===== src/rtl/sram_write_buffer.sv =====
// Posted-write buffer between the cache controller and the SRAM controller.
// Writes are queued in a FIFO and drained in the background; reads wait for empty.
module sram_write_buffer #(
    parameter int DEPTH = 4,
    parameter int AW    = 32,
    parameter int DW    = 32
) (
    input  logic          clk,
    input  logic          rst,
    input  logic          wr_req,
    input  logic          rd_req,
    input  logic [AW-1:0] addr,
    input  logic [DW-1:0] wdata,
    output logic [63:0]   rdata,
    output logic          ready,
    output logic          sram_write,
    output logic          sram_read,
    output logic [AW-1:0] sram_address,
    output logic [DW-1:0] sram_wdata,
    input  logic [63:0]   sram_readData,
    input  logic          sram_ready
);

    localparam int PW = $clog2(DEPTH);

    typedef enum logic [1:0] {
        IDLE,
        WRITE,
        READ,
        RDONE
    } state_t;

    state_t state, state_n;

    logic [AW-1:0] fifo_addr [DEPTH];
    logic [DW-1:0] fifo_data [DEPTH];
    logic [PW-1:0] head, tail;
    logic [PW:0]   count;

    logic full, empty, push, pop, rd_done;

    assign full    = (count == (PW+1)'(DEPTH));
    assign empty   = (count == '0);
    assign push    = wr_req & ~full;
    assign pop     = (state == WRITE) & sram_ready;
    assign rd_done = (state == RDONE);
    assign ready   = ~((wr_req & full) | (rd_req & ~rd_done));

    // FIFO storage: tail entry written on every accepted write
    always_ff @(posedge clk) begin
        if (push) begin
            fifo_addr[tail] <= addr;
            fifo_data[tail] <= wdata;
        end
    end

    // Next state; a write arriving this cycle counts as non-empty so it drains next cycle
    always_comb begin
        state_n = state;
        unique case (state)
            IDLE: begin
                if (rd_req & empty & ~push & ~rd_done)
                    state_n = READ;
                else if (~empty | push)
                    state_n = WRITE;
            end
            WRITE: if (sram_ready) state_n = IDLE;
            READ:  if (sram_ready) state_n = RDONE;
            RDONE: state_n = IDLE;
            default: state_n = IDLE;
        endcase
    end

    // State, pointers and registered SRAM-side outputs
    always_ff @(posedge clk) begin
        if (rst) begin
            state        <= IDLE;
            head         <= '0;
            tail         <= '0;
            count        <= '0;
            sram_write   <= 1'b0;
            sram_read    <= 1'b0;
            sram_address <= '0;
            sram_wdata   <= '0;
            rdata        <= '0;
        end else begin
            state      <= state_n;
            sram_write <= (state_n == WRITE);
            sram_read  <= (state_n == READ);
            if (push) tail <= tail + PW'(1);
            if (pop)  head <= head + PW'(1);
            unique case ({push, pop})
                2'b10:   count <= count + (PW+1)'(1);
                2'b01:   count <= count - (PW+1)'(1);
                default: count <= count;
            endcase
            if (state == IDLE && state_n == WRITE) begin
                sram_address <= empty ? addr  : fifo_addr[head];
                sram_wdata   <= empty ? wdata : fifo_data[head];
            end
            if (state == IDLE && state_n == READ)
                sram_address <= addr;
            if (state == READ && sram_ready)
                rdata <= sram_readData;
        end
    end

endmodule


===== config.mk =====
export PLATFORM = sky130hd
export DESIGN_NAME = sram_write_buffer
export DESIGN_NICKNAME = d
export VERILOG_FILES = /design/src/rtl/sram_write_buffer.sv
export SDC_FILE = /design/constraint.sdc
export NUM_CORES = 1
export LEC_CHECK = 0
export ABC_CLOCK_PERIOD_IN_PS = 4800
export BUFFER_PORTS_ARGS = -buffer_cell sky130_fd_sc_hd__buf_2
export CORE_ASPECT_RATIO = 1.4
export CORE_UTILIZATION = 60
export CTS_CLUSTER_SIZE = 8
export DETAILED_ROUTE_END_ITERATION = 8
export GPL_ROUTABILITY_DRIVEN = 0
export PLACE_DENSITY = 0.9
export SLEW_MARGIN = 30
export SYNTH_ARGS = -nofsm -noshare
export SYNTH_HDL_FRONTEND = slang
export SYNTH_SLANG_ARGS = --single-unit

===== constraint.sdc =====
create_clock -name clk -period 4.8 [get_ports clk]
set_input_delay 0 -clock clk [delete_from_list [all_inputs] [get_ports clk]]
set_output_delay 0 -clock clk [all_outputs]
set_load 0.005 [all_outputs]

==> summary by stage, run 1 <==
STA
The actual transition at the worst max-transition pin is approximately 1000 ps. The number of hold violations in the final report is 0. Setup repair after global routing left no endpoint under its margin.

After layout, the worst path uses 57.8% of the clock period. The worst-case headroom to the max-slew limit is between 30% and 40%. The setup-violating endpoint count in the final report is 0.

After routing, the total negative slack on setup checks comes to 0 ps. The time the final worst path needs with I/O delays and setup is 2770 ps. The fmax is about 360 MHz. The max-slew violation count is 0. The clock tree skew after final layout is about 15 ps.

Drt
The number of design-rule violations left by the first detailed-router iteration is 1076. In this run the remaining antenna-violating nets after routing total 0. The first TritonRoute pass finished after 7 iterations. The final route contains 11386 vias. In the final routed layout, each cell accounts on average for 24.2 µm.

Summed over all layers, the routed wires come to between 40000 and 50000 µm. The mean number of vias per cell is roughly 6.3. The DRC violations left is 0.

Clock network
Clock-pin slew was measured on the worst setup and hold paths at roughly 50 ps. The clock tree root driver cell is clkbuf_16. The H-tree was split into 2 levels. The TritonCTS clock tree is yes. The buffer count from post-CTS setup fixing is 0. The latest clock arrival within the worst-skew pair is between 500 and 600 ps. In this run, CTS created clock tree buffers numbering 55. The clock passes through at most 3 buffers. The count of clock tree sinks is roughly 400.

Floorplan
The area of the core region is 0.0248 mm². Pin placement for this block handled around 260 I/O pins. The floorplan step defined a die boundary enclosing 0.0261 mm². The overall die height is about 190 µm. Once the floorplan was initialized, standard cells occupied 61.5% of the core. In this run the core area contains 68 standard-cell rows. The floorplan die width is 137 µm.

Pwr
VDD sags by at most around 0.0004 V. For this design the total switching power over the nets is around 2.7 mW. Internal power comes to 6.83 mW. Net switching is roughly 28% of the power. The static leakage is between 7 and 8 nW. For this design the ratio of total power to cell area is a little under 500 mW/mm². Combinational logic is responsible for a little under a fifth of the overall power.

The clock network accounts for 37.2% of the total power. Sequential cells burn between 40% and 50% of the power.

Worst setup path
The highest net fanout along the worst path is 10. The category of the worst setup path launch point is a register. The required time of the critical path is around 5300 ps. At the worst endpoint, the arrival time is roughly 3300 ps. The kind of critical path is reg2reg. STA classifies the critical path endpoint as a register.

Finish
The finished cells cover slightly below 0.02 mm². At the end of the flow, the number of nets in the layout was around 1600. The post-route netlist has 30.2% of its cells at a drive strength greater than 1. The layout has 1252 filler cells.

Compared with the post-synthesis result, the final layout area differs by 29.2%.

Global routing
Global routing finished with a remaining overflow of 0. The number of global-route vias before repair is 11743. The number of antenna violations at the first check in global routing is 2. The first global-routing pass estimated 64800 µm of wire. The aggregate global-route resource usage is 33.8%. Entering global routing, the biggest net connects 73 pins.

Synthesis
The summed instance area of the synthesized netlist is 0.0153 mm². By count the netlist is led by edfxtp_1 (256), nand2_1 (226), dfxtp_1 (141). Counting flops and latches in the post-synthesis netlist gives just under 400. In the synthesized netlist the dominant register cell turns out to be edfxtp_1.

The average instance area after synthesis is between 10 and 15 µm². The leading cell type by number of instances after synthesis is edfxtp_1. The number of nets in the synthesized netlist is between 1000 and 1500. Counting distinct cell types in the post-synthesis netlist gives 38.

The number of warnings printed during yosys synthesis is 0. The synthesized design contains about 260 enable-type register cells. Synthesis produced between 1000 and 1500 cells.

By area the synthesized netlist is led by edfxtp_1 (50%), dfxtp_1 (18%), mux4_2 (9.4%). Of the synthesized area, sequential elements account for ~69%. The share of synthesized flip-flops with an asynchronous set or reset is 0%. The largest area contributor in the netlist is edfxtp_1. The top cell type's share of synthesized area is slightly above 50%.

Place
The placement-stage cell area is approximately 0.017 mm². The detailed placer's ending HPWL is between 20000 and 25000 µm. The count of input and output buffers is ~260.

Flow run
The tool flagged a number of max-cap violations equal to 0.

Hold path
The worst hold path belongs to the class in2reg.

Outcome
The flow ran to the end, and the final reports show no timing, DRC or antenna violations.
[final cells by class]
class | count | area, µm² | share of cell area (%)
inverter | 41 | 154 | 0.780
timing repair buffer | 409 | 2810 | 14.3
antenna | 2 | 5.00 | 0.0254
sequential | 397 | 10500 | 53.3
clock inverter | 4 | 60.1 | 0.305
clock buffer | 97 | 1530 | 7.78
multi-input combinational | 536 | 4240 | 21.5
tap | 315 | 394 | 2.00
[stage by stage]
step	power (mW)	hold WS (ps)	cells	worst slack (ps)	util (%)
4_1_cts	9.46	35.5	1798	2110	79.2
3_5_place_dp	5.83	235	1566	2140	67.6
2_1_floorplan	5.25	51.3	1059	1930	-
6_report	9.54	76.1	1801	2030	79.4
5_1_grt	9.85	51.4	1800	1950	79.4
3_3_place_gp	5.74	226	1562	2210	67.2
[critical path, stage by stage, from the launching register on]
cell	delay [ps]
dfxtp_1	520
or3b_2	600
nand2_1	130
ha_1	190
inv_1	80
fa_1	400
xor2_1	200
or3_1	340
a21oi_1	230
[cell families after synthesis]
kind of cell | share of synthesized area, %
AOI/OAI and AO/OA | 10.5
xor gates and xnor gates | 0.229
adders and majority gates | 0.541
buffers and inverters | 3.58
DFF | 68.8
muxes | 9.44
and+or+nand+nor | 6.84
[placed cells by master, fill, tap and decap left out, drive strengths merged, types with 2 or more instances in the layout]
cell	netlist	routed
buf	38	278
edfxtp	256	256
nand2	226	226
dfxtp	141	141
dlygate4sd3	0	131
a21oi	104	104
clkbuf	47	97
mux4	64	64
a221oi	64	64
inv	41	42
a311oi	32	32
nor2	9	9
ha	5	5
and3	4	4
xor2	4	4
o21ai	3	3
nor3	3	3
clkinv	0	3
diode	0	2
nand3b	2	2
a21o	2	2
nand3	2	2
or3	2	2
[worst paths after layout]
kind                                          endpoint                    from  slack [ps]  cells after the start
worst min-delay path             count[0]$_SDFFE_PP0P_                     rst          80                      2
worst min register to register  rdata[45]$_SDFFE_PP0P_  rdata[45]$_SDFFE_PP0P_         450                      2
worst max-delay path             count[2]$_SDFFE_PP0P_   count[2]$_SDFFE_PP0P_        2030                      8
worst max register to register   count[2]$_SDFFE_PP0P_   count[2]$_SDFFE_PP0P_        2030                      8
[routing by layer]
layer | track usage, % | vias up | share of wire (%)
li1 | - | 4776 | -
met1 | 38.0 | 5574 | 33
met2 | 57.3 | 821 | 52
met3 | 8.03 | 215 | 9.4
met4 | 21.3 | 0 | 5.7
met5 | 0 | - | 0
[power by group through the flow]
stage               combinational, mW  clock, mW  sequential [mW]
floorplan                        1.09          0             4.15
global placement                 1.55          0             4.19
detailed placement               1.62          0             4.21
CTS                              1.75       3.56             4.15
global route                     1.93       3.73             4.19
finish                           1.83       3.55             4.16
[state kept, by name (all words and copies together) (netlist names), named ones only]
signal and cells:
count 3, fifo_addr 128, fifo_data 128, head 2, rdata 64, sram_address 32
sram_read 1, sram_wdata 32, sram_write 1, state 2, tail 2
[timing repair]
action,in CTS,in global routing
hold buffers,131,0
resized for setup,0,0
endpoints found under the hold margin,391,0
(Power assumes the default switching activity.)
==> run 2, diff against run 1 <==
Settings changed: ABC_CLOCK_PERIOD_IN_PS 4800 to 2530, CORE_UTILIZATION 60 to 50, PLACE_DENSITY 0.9 to 0.8.
Clock period 4.8 ns to 2.53 ns, I/O delays scaled along.
==> summary by stage, run 2 (synthesized netlist as in run 1, its figures left out) <==
Global routing
The final global-route overflow total is 0. Entering global routing, the biggest net connects 72 pins. met2 is the most crowded layer.

In the global route stage, overall resource usage came out at 25.6%. For this run, global-route usage on met3 was measured as approximately 5.5%. The first-pass GRT wire length is 61300 µm. For met2 alone, demand over resource in global routing was between 40% and 50%. The number of antenna violations at the first check in global routing is 7. The number of global-route vias before repair is around 11000.

Global routing consumed, on the met1 layer, between 30% and 40% of the routing resources.

Pwr
The clock network fraction of design power is 37.3%. In this run the power spent charging and discharging nets is ~5.0 mW. Sequential cells burn between 40% and 50% of the power. The portion of total power attributed to combinational logic is between 15 and 20%. IR analysis of the VDD net gives a maximum drop of between 0.0006 and 0.0007 V. The internal power is between 10 and 15 mW. Power spread over the standard cell area amounts to about 900 mW/mm². Net switching is between 20% and 30% of the power.

The static leakage is between 7 and 8 nW.

Clock network
After clock tree synthesis, the clock-pin slew on the worst setup and hold paths is 50 ps. The maximum clock insertion buffer count is 3. The latest clock arrival within the worst-skew pair is between 500 and 600 ps. TritonCTS created 55 clock buffers. TritonCTS built the clock tree. The clock tree root driver cell is clkbuf_16.

The level count of the clock H-tree is 2. CTS saw roughly 400 sinks.

Worst setup path
In this run the worst path has a maximum fanout of 7. The worst setup path is of the reg2reg kind. The endpoint identified for the worst register-to-register timing path is count[2]$_SDFFE_PP0P_.

The category of the worst setup path launch point is a register. The critical path arrival is around 2800 ps. Counting cells, the worst reg-to-reg path comes to 8. In this run the critical register-to-register path is launched from count[1]$_SDFFE_PP0P_. The worst register-to-register path has a setup slack of 250 ps. STA classifies the critical path endpoint as a register. The required time of the critical path is 3020 ps.

Floorplan
The floorplan step set the die height to about 210 µm. For this configuration, the core starts out at a cell density of just over 50%. The floorplan die width is 150 µm. The boundary pin count is around 260. The total area inside the core boundary comes to between 0.03 and 0.04 mm². The initialized floorplan defines between 70 and 80 standard-cell rows.

The die covers about 0.031 mm².

Hold path
In this run the most critical hold path is launched from addr[16]. The number of instances on the worst hold path is 2. The path class of the tightest hold or removal check is in2reg. For hold timing, the worst endpoint is fifo_addr[1][16]$_DFFE_PP_.

STA
The actual transition at the worst max-transition pin is 897 ps. The max-slew violation count came to 0. The number of hold violations in the final report is 0. The time the final worst path needs with I/O delays and setup is 2280 ps.

The worst-case headroom to the max-slew limit is between 40% and 50%. The clock tree skew after final layout is ~16 ps. The final hold slack is 213 ps. For this run, the top clock speed supported by timing is approximately 440 MHz. In the final timing run, aggregate negative setup slack is 0 ps. Setup violations remaining at the end of the flow were counted as 0. The final critical-path share of the clock period is approximately nine tenths.

Setup repair after global routing left no endpoint under its margin.

Finish
The relative area change from synthesis to final layout is 32.2%. The number of filler instances in the final layout is around 1900. The library cell used most frequently in the layout, excluding fill and tap cells, is buf_2. Leaving out fill and tap cells, the most frequent cells in the layout are buf_2 (262), edfxtp_1 (256), nand2_1 (226), dlygate4sd3_1 (153), dfxtp_1 (139).

Registers take 0.0105 mm². The net total in the final layout is between 1500 and 2000. The multi-input combinational cell area is ~0.0042 mm². Cells with a size suffix above 1 make up a little under a third of the layout. The largest registers in the layout are fifo_addr: 128 flops, fifo_data: 128 flops, rdata: 64 flops.

Drt
The post-detailed-route count of antenna-violating nets is 0. For this run, the detailed router's first-pass iteration total came to 5. The routed length per placed instance is about 21 µm. In the routed design, unresolved DRC markers number 0.

The routed design has approximately 40000 µm of wire. The mean number of vias per cell is approximately 5.8. The total number of vias is roughly 11000.

The number of design-rule violations left by the first detailed-router iteration is 1034.

Place
The count of input and output buffers is approximately 260. The wire-length estimate of the detail-placed layout is around 21000 µm.

Flow run
The number of max-cap violations is 0.

Outcome
The run finished with clean final reports.
run 2: cell count changes in the layout (fill, tap and decap cells not counted), moves of 2 or more:
cell / change
clkbuf_16: +2
clkbuf_1: -5
buf_4: +2
diode_2: +5
dlygate4sd3_1: +22
buf_12: +8
run 2: routing by layer:
metal  routed length, µm  up-vias
li1                    -     4815
met1               14600     5374
met2               20100      615
met3                3240      148
met4                2070        0
met5                   0        -
run 2: cell type report:
type | instances | area share, %
timing repair buffer | 440 | 15.8
tap | 385 | 2.39
inverter | 41 | 0.763
antenna | 7 | 0.0868
sequential | 397 | 52.1
multi-input combinational | 536 | 21.0
clock buffer | 95 | 7.83
run 2: stage by stage:
step	area [µm²]	cells	setup slack (ps)	util, %	total power, mW
6_report	20200	1901	249	67.2	18.1
4_1_cts	20200	1894	246	67.1	18.1
5_1_grt	20200	1901	130	67.2	18.8
3_5_place_dp	17000	1646	276	56.8	11.2
3_3_place_gp	17000	1642	314	56.5	11.1
2_1_floorplan	15300	1059	139	-	9.95
run 2: how the worst max path moves through the flow:
stage / startpoint / to / slack (ps) / cells after the start
after global placement: count[1]$_SDFFE_PP0P_ / count[2]$_SDFFE_PP0P_ / 310 / 8
after CTS: count[1]$_SDFFE_PP0P_ / count[2]$_SDFFE_PP0P_ / 250 / 8
after detailed placement: count[1]$_SDFFE_PP0P_ / count[2]$_SDFFE_PP0P_ / 280 / 8
after floorplan: count[2]$_SDFFE_PP0P_ / count[2]$_SDFFE_PP0P_ / 140 / 9
after global routing: count[1]$_SDFFE_PP0P_ / count[2]$_SDFFE_PP0P_ / 130 / 8
final: count[1]$_SDFFE_PP0P_ / count[2]$_SDFFE_PP0P_ / 250 / 8
run 2: power by group through the flow:
stage | Clock, mW | Combinational [mW] | Sequential [mW]
CTS | 6.81 | 3.50 | 7.81
global route | 7.10 | 3.80 | 7.87
global placement | 0 | 3.20 | 7.90
detailed placement | 0 | 3.30 | 7.92
finish | 6.76 | 3.54 | 7.81
floorplan | 0 | 2.08 | 7.87
run 2: what timing repair did:
| item | in CTS | in global routing |
|---|---|---|
| setup buffers | 0 | 0 |
| hold buffers | 153 | 0 |
| hold endpoints to repair | 396 | 0 |
| gates resized for setup | 0 | 0 |
run 2: worst max-delay path, stage by stage, from the launching register on:
cell and delay, ps:
dfxtp_1 400, or3b_2 490, nand2_1 100, ha_1 180
inv_1 60, fa_1 380, xor2_1 160, or3_1 300
a21oi_1 130
==> run 3, diff against run 2 <==
Settings changed: CORE_ASPECT_RATIO 1.4 to 1.75.
==> summary by stage, run 3 (synthesized netlist as in run 1, its figures left out) <==
Outcome
The run finished with clean final reports.

Flow run
The tool flagged a number of max-cap violations equal to 0.

Clock network
Buffers added to address setup during post-CTS repair amount to 0. Counting every sink on the clock net gives 397. The level count of the clock H-tree is 2.

The maximum clock insertion buffer count is 3. The latest clock arrival within the worst-skew pair is 580 ps. TritonCTS built the clock tree. The register clock-pin slew on the reported worst setup and hold paths is 50 ps. The cell sitting at the root of the clock tree is a clkbuf_16. TritonCTS created 55 clock buffers.

Worst setup path
The maximum cell stage delay along the critical path is 510 ps. The critical path is of the reg2reg type. Along the worst path, the maximum fanout reaches 7. Walking the worst path, the cells encountered are or3b_2, nand2_1, ha_1, inv_1, fa_1, xor2_1, or3_1, a21oi_1. For the worst setup path, the data required time is approximately 3000 ps. The endpoint kind of the worst setup timing path is a register. Counting both buffers and inverters, the worst setup path holds a total of 1.

At the worst endpoint, the arrival time is 2810 ps. The cell type of the slowest stage on the worst timing path is or3b_2. The kind of cell with the highest combined delay on the critical path is simple AND/OR/NAND/NOR gates. The category of the worst setup path launch point is a register.

STA
For the final database, setup skew stands at between 10 and 15 ps. The max-slew violation count is 0. For this run, the top clock speed supported by timing is ~430 MHz.

Subtracting the final worst setup slack from the clock period gives roughly 2300 ps. The final critical-path share of the clock period is about 90%. In the final timing run, aggregate negative setup slack is 0 ps. The number of hold violations in the final report is 0. Setup violations remaining at the end of the flow were counted as 0. At the pin with the least slew margin, the transition time is 654 ps. The worst-case headroom to the max-slew limit is between 50% and 60%. Setup repair after global routing left no endpoint under its margin.

Place
Port buffering added around 260 buffers. Detailed placement finished with a half-perimeter wire length of 22000 µm.

Pwr
IR analysis of the VDD net gives a maximum drop of about 0.00057 V. In this run the static leakage power is 7.37 nW. The power density over the cells is just over 900 mW/mm².

Drt
The detailed router placed about 11000 vias in this run. Summed over all layers, the routed wires come to 39800 µm. Dividing the detail-routed wire length by the instance count gives 21.1 µm. For this run, the detailed router's first-pass iteration total came to 5.

In the routed design, unresolved DRC markers number 0. The mean number of vias per cell is between 5 and 6. In this run, the number of DRC markers left after iteration 0 of detailed routing was approximately 600. Once detail routing completed, the nets flagged for antenna violations numbered 0.

Finish
Leaving out fill and tap cells, the most frequent cell in the layout is buf_2. The utilization after layout is 66.4%. The relative area change from synthesis to final layout is 30.8%.

In the layout the commonest cells are buf_2 (262), edfxtp_1 (256), nand2_1 (226), dfxtp_1 (139), dlygate4sd3_1 (132). The number of antenna repair diodes is 0. The largest registers in the layout are fifo_addr: 128 flops, fifo_data: 128 flops, rdata: 64 flops.

The share of layout cells above drive strength 1 is between 30% and 40%. The layout has 2018 filler cells. The net total in the final layout is 1595.

Global routing
The first global-routing pass estimated 60800 µm of wire. The number of global-route vias before repair was ~11000. Summed over all layers, the global routing overflow is 0. The aggregate global-route resource usage is between 20% and 30%. The number of antenna violations at the first check in global routing is 1. The largest net degree at the start of global routing is 65.

Floorplan
The overall die area is about 0.031 mm². The boundary pin count is about 260. The area of the core region is ~0.030 mm².

The initial utilization of the core area, before any placement, comes to between 50 and 60%. The floorplan die width is around 130 µm. The overall die height is 233 µm.

The number of cell rows is between 80 and 90.

Hold path
The tightest min-delay check is of the in2reg type.
## run 3: changes by cell type in the layout (fill, tap and decap cells not counted)
cell and delta:
diode_2 -7, dlygate4sd3_1 -21, clkbuf_1 +3, clkinv_8 +1, clkbuf_8 -1, inv_6 +1
clkinv_2 +1, buf_4 +8, clkbuf_16 -1, buf_12 -2
## run 3: power breakdown
group	internal, mW	leakage (nW)	switching, mW	total (mW)
clock network	4.10	0.753	2.68	6.78
registers	7.51	3.51	0.315	7.83
logic	1.45	3.11	2.05	3.50
total	13.1	7.37	5.04	18.1
## run 3: final cells by class
class                      count  area (µm²)  area share (%)
clock buffer                  96        1550            7.77
clock inverter                 3        30.0           0.150
inverter                      41         154           0.771
multi-input combinational    536        4250            21.3
sequential                   397       10500            52.7
tap                          387         484            2.42
timing repair buffer         425        2990            15.0
## run 3: repair_timing
item | in CTS | in global routing
endpoints found under the hold margin | 395 | 0
hold buffers | 132 | 0
resized for setup | 0 | 0
endpoints found under the setup margin | 0 | 0
## run 3: metal layers
| metal | share of wire, % | track usage, % | vias up |
|---|---|---|---|
| li1 | - | - | 4782 |
| met1 | 35 | 28.7 | 5389 |
| met2 | 52 | 44.3 | 577 |
| met3 | 7.6 | 5.82 | 142 |
| met4 | 4.9 | 14.5 | 2 |
| met5 | 0.025 | 0 | - |
## run 3: worst paths after layout
check | start | endpoint | slack, ps | cells past startpoint
worst max register to register | count[1]$_SDFFE_PP0P_ | count[2]$_SDFFE_PP0P_ | 220 | 8
worst min-delay path | addr[31] | fifo_addr[0][31]$_DFFE_PP_ | 200 | 2
worst min register to register | rdata[4]$_SDFFE_PP0P_ | rdata[4]$_SDFFE_PP0P_ | 450 | 2
worst max-delay path | count[1]$_SDFFE_PP0P_ | count[2]$_SDFFE_PP0P_ | 220 | 8
## run 3: stage by stage
step	total power, mW	cells	area [µm²]	setup slack (ps)	hold slack [ps]
global placement	11.0	1652	17000	329	224
finish	18.1	1885	20000	221	199
floorplan	9.95	1059	15300	139	51.3
detailed placement	11.2	1654	17100	247	238
CTS	18.1	1885	20000	215	189
global route	18.7	1885	20000	123	209
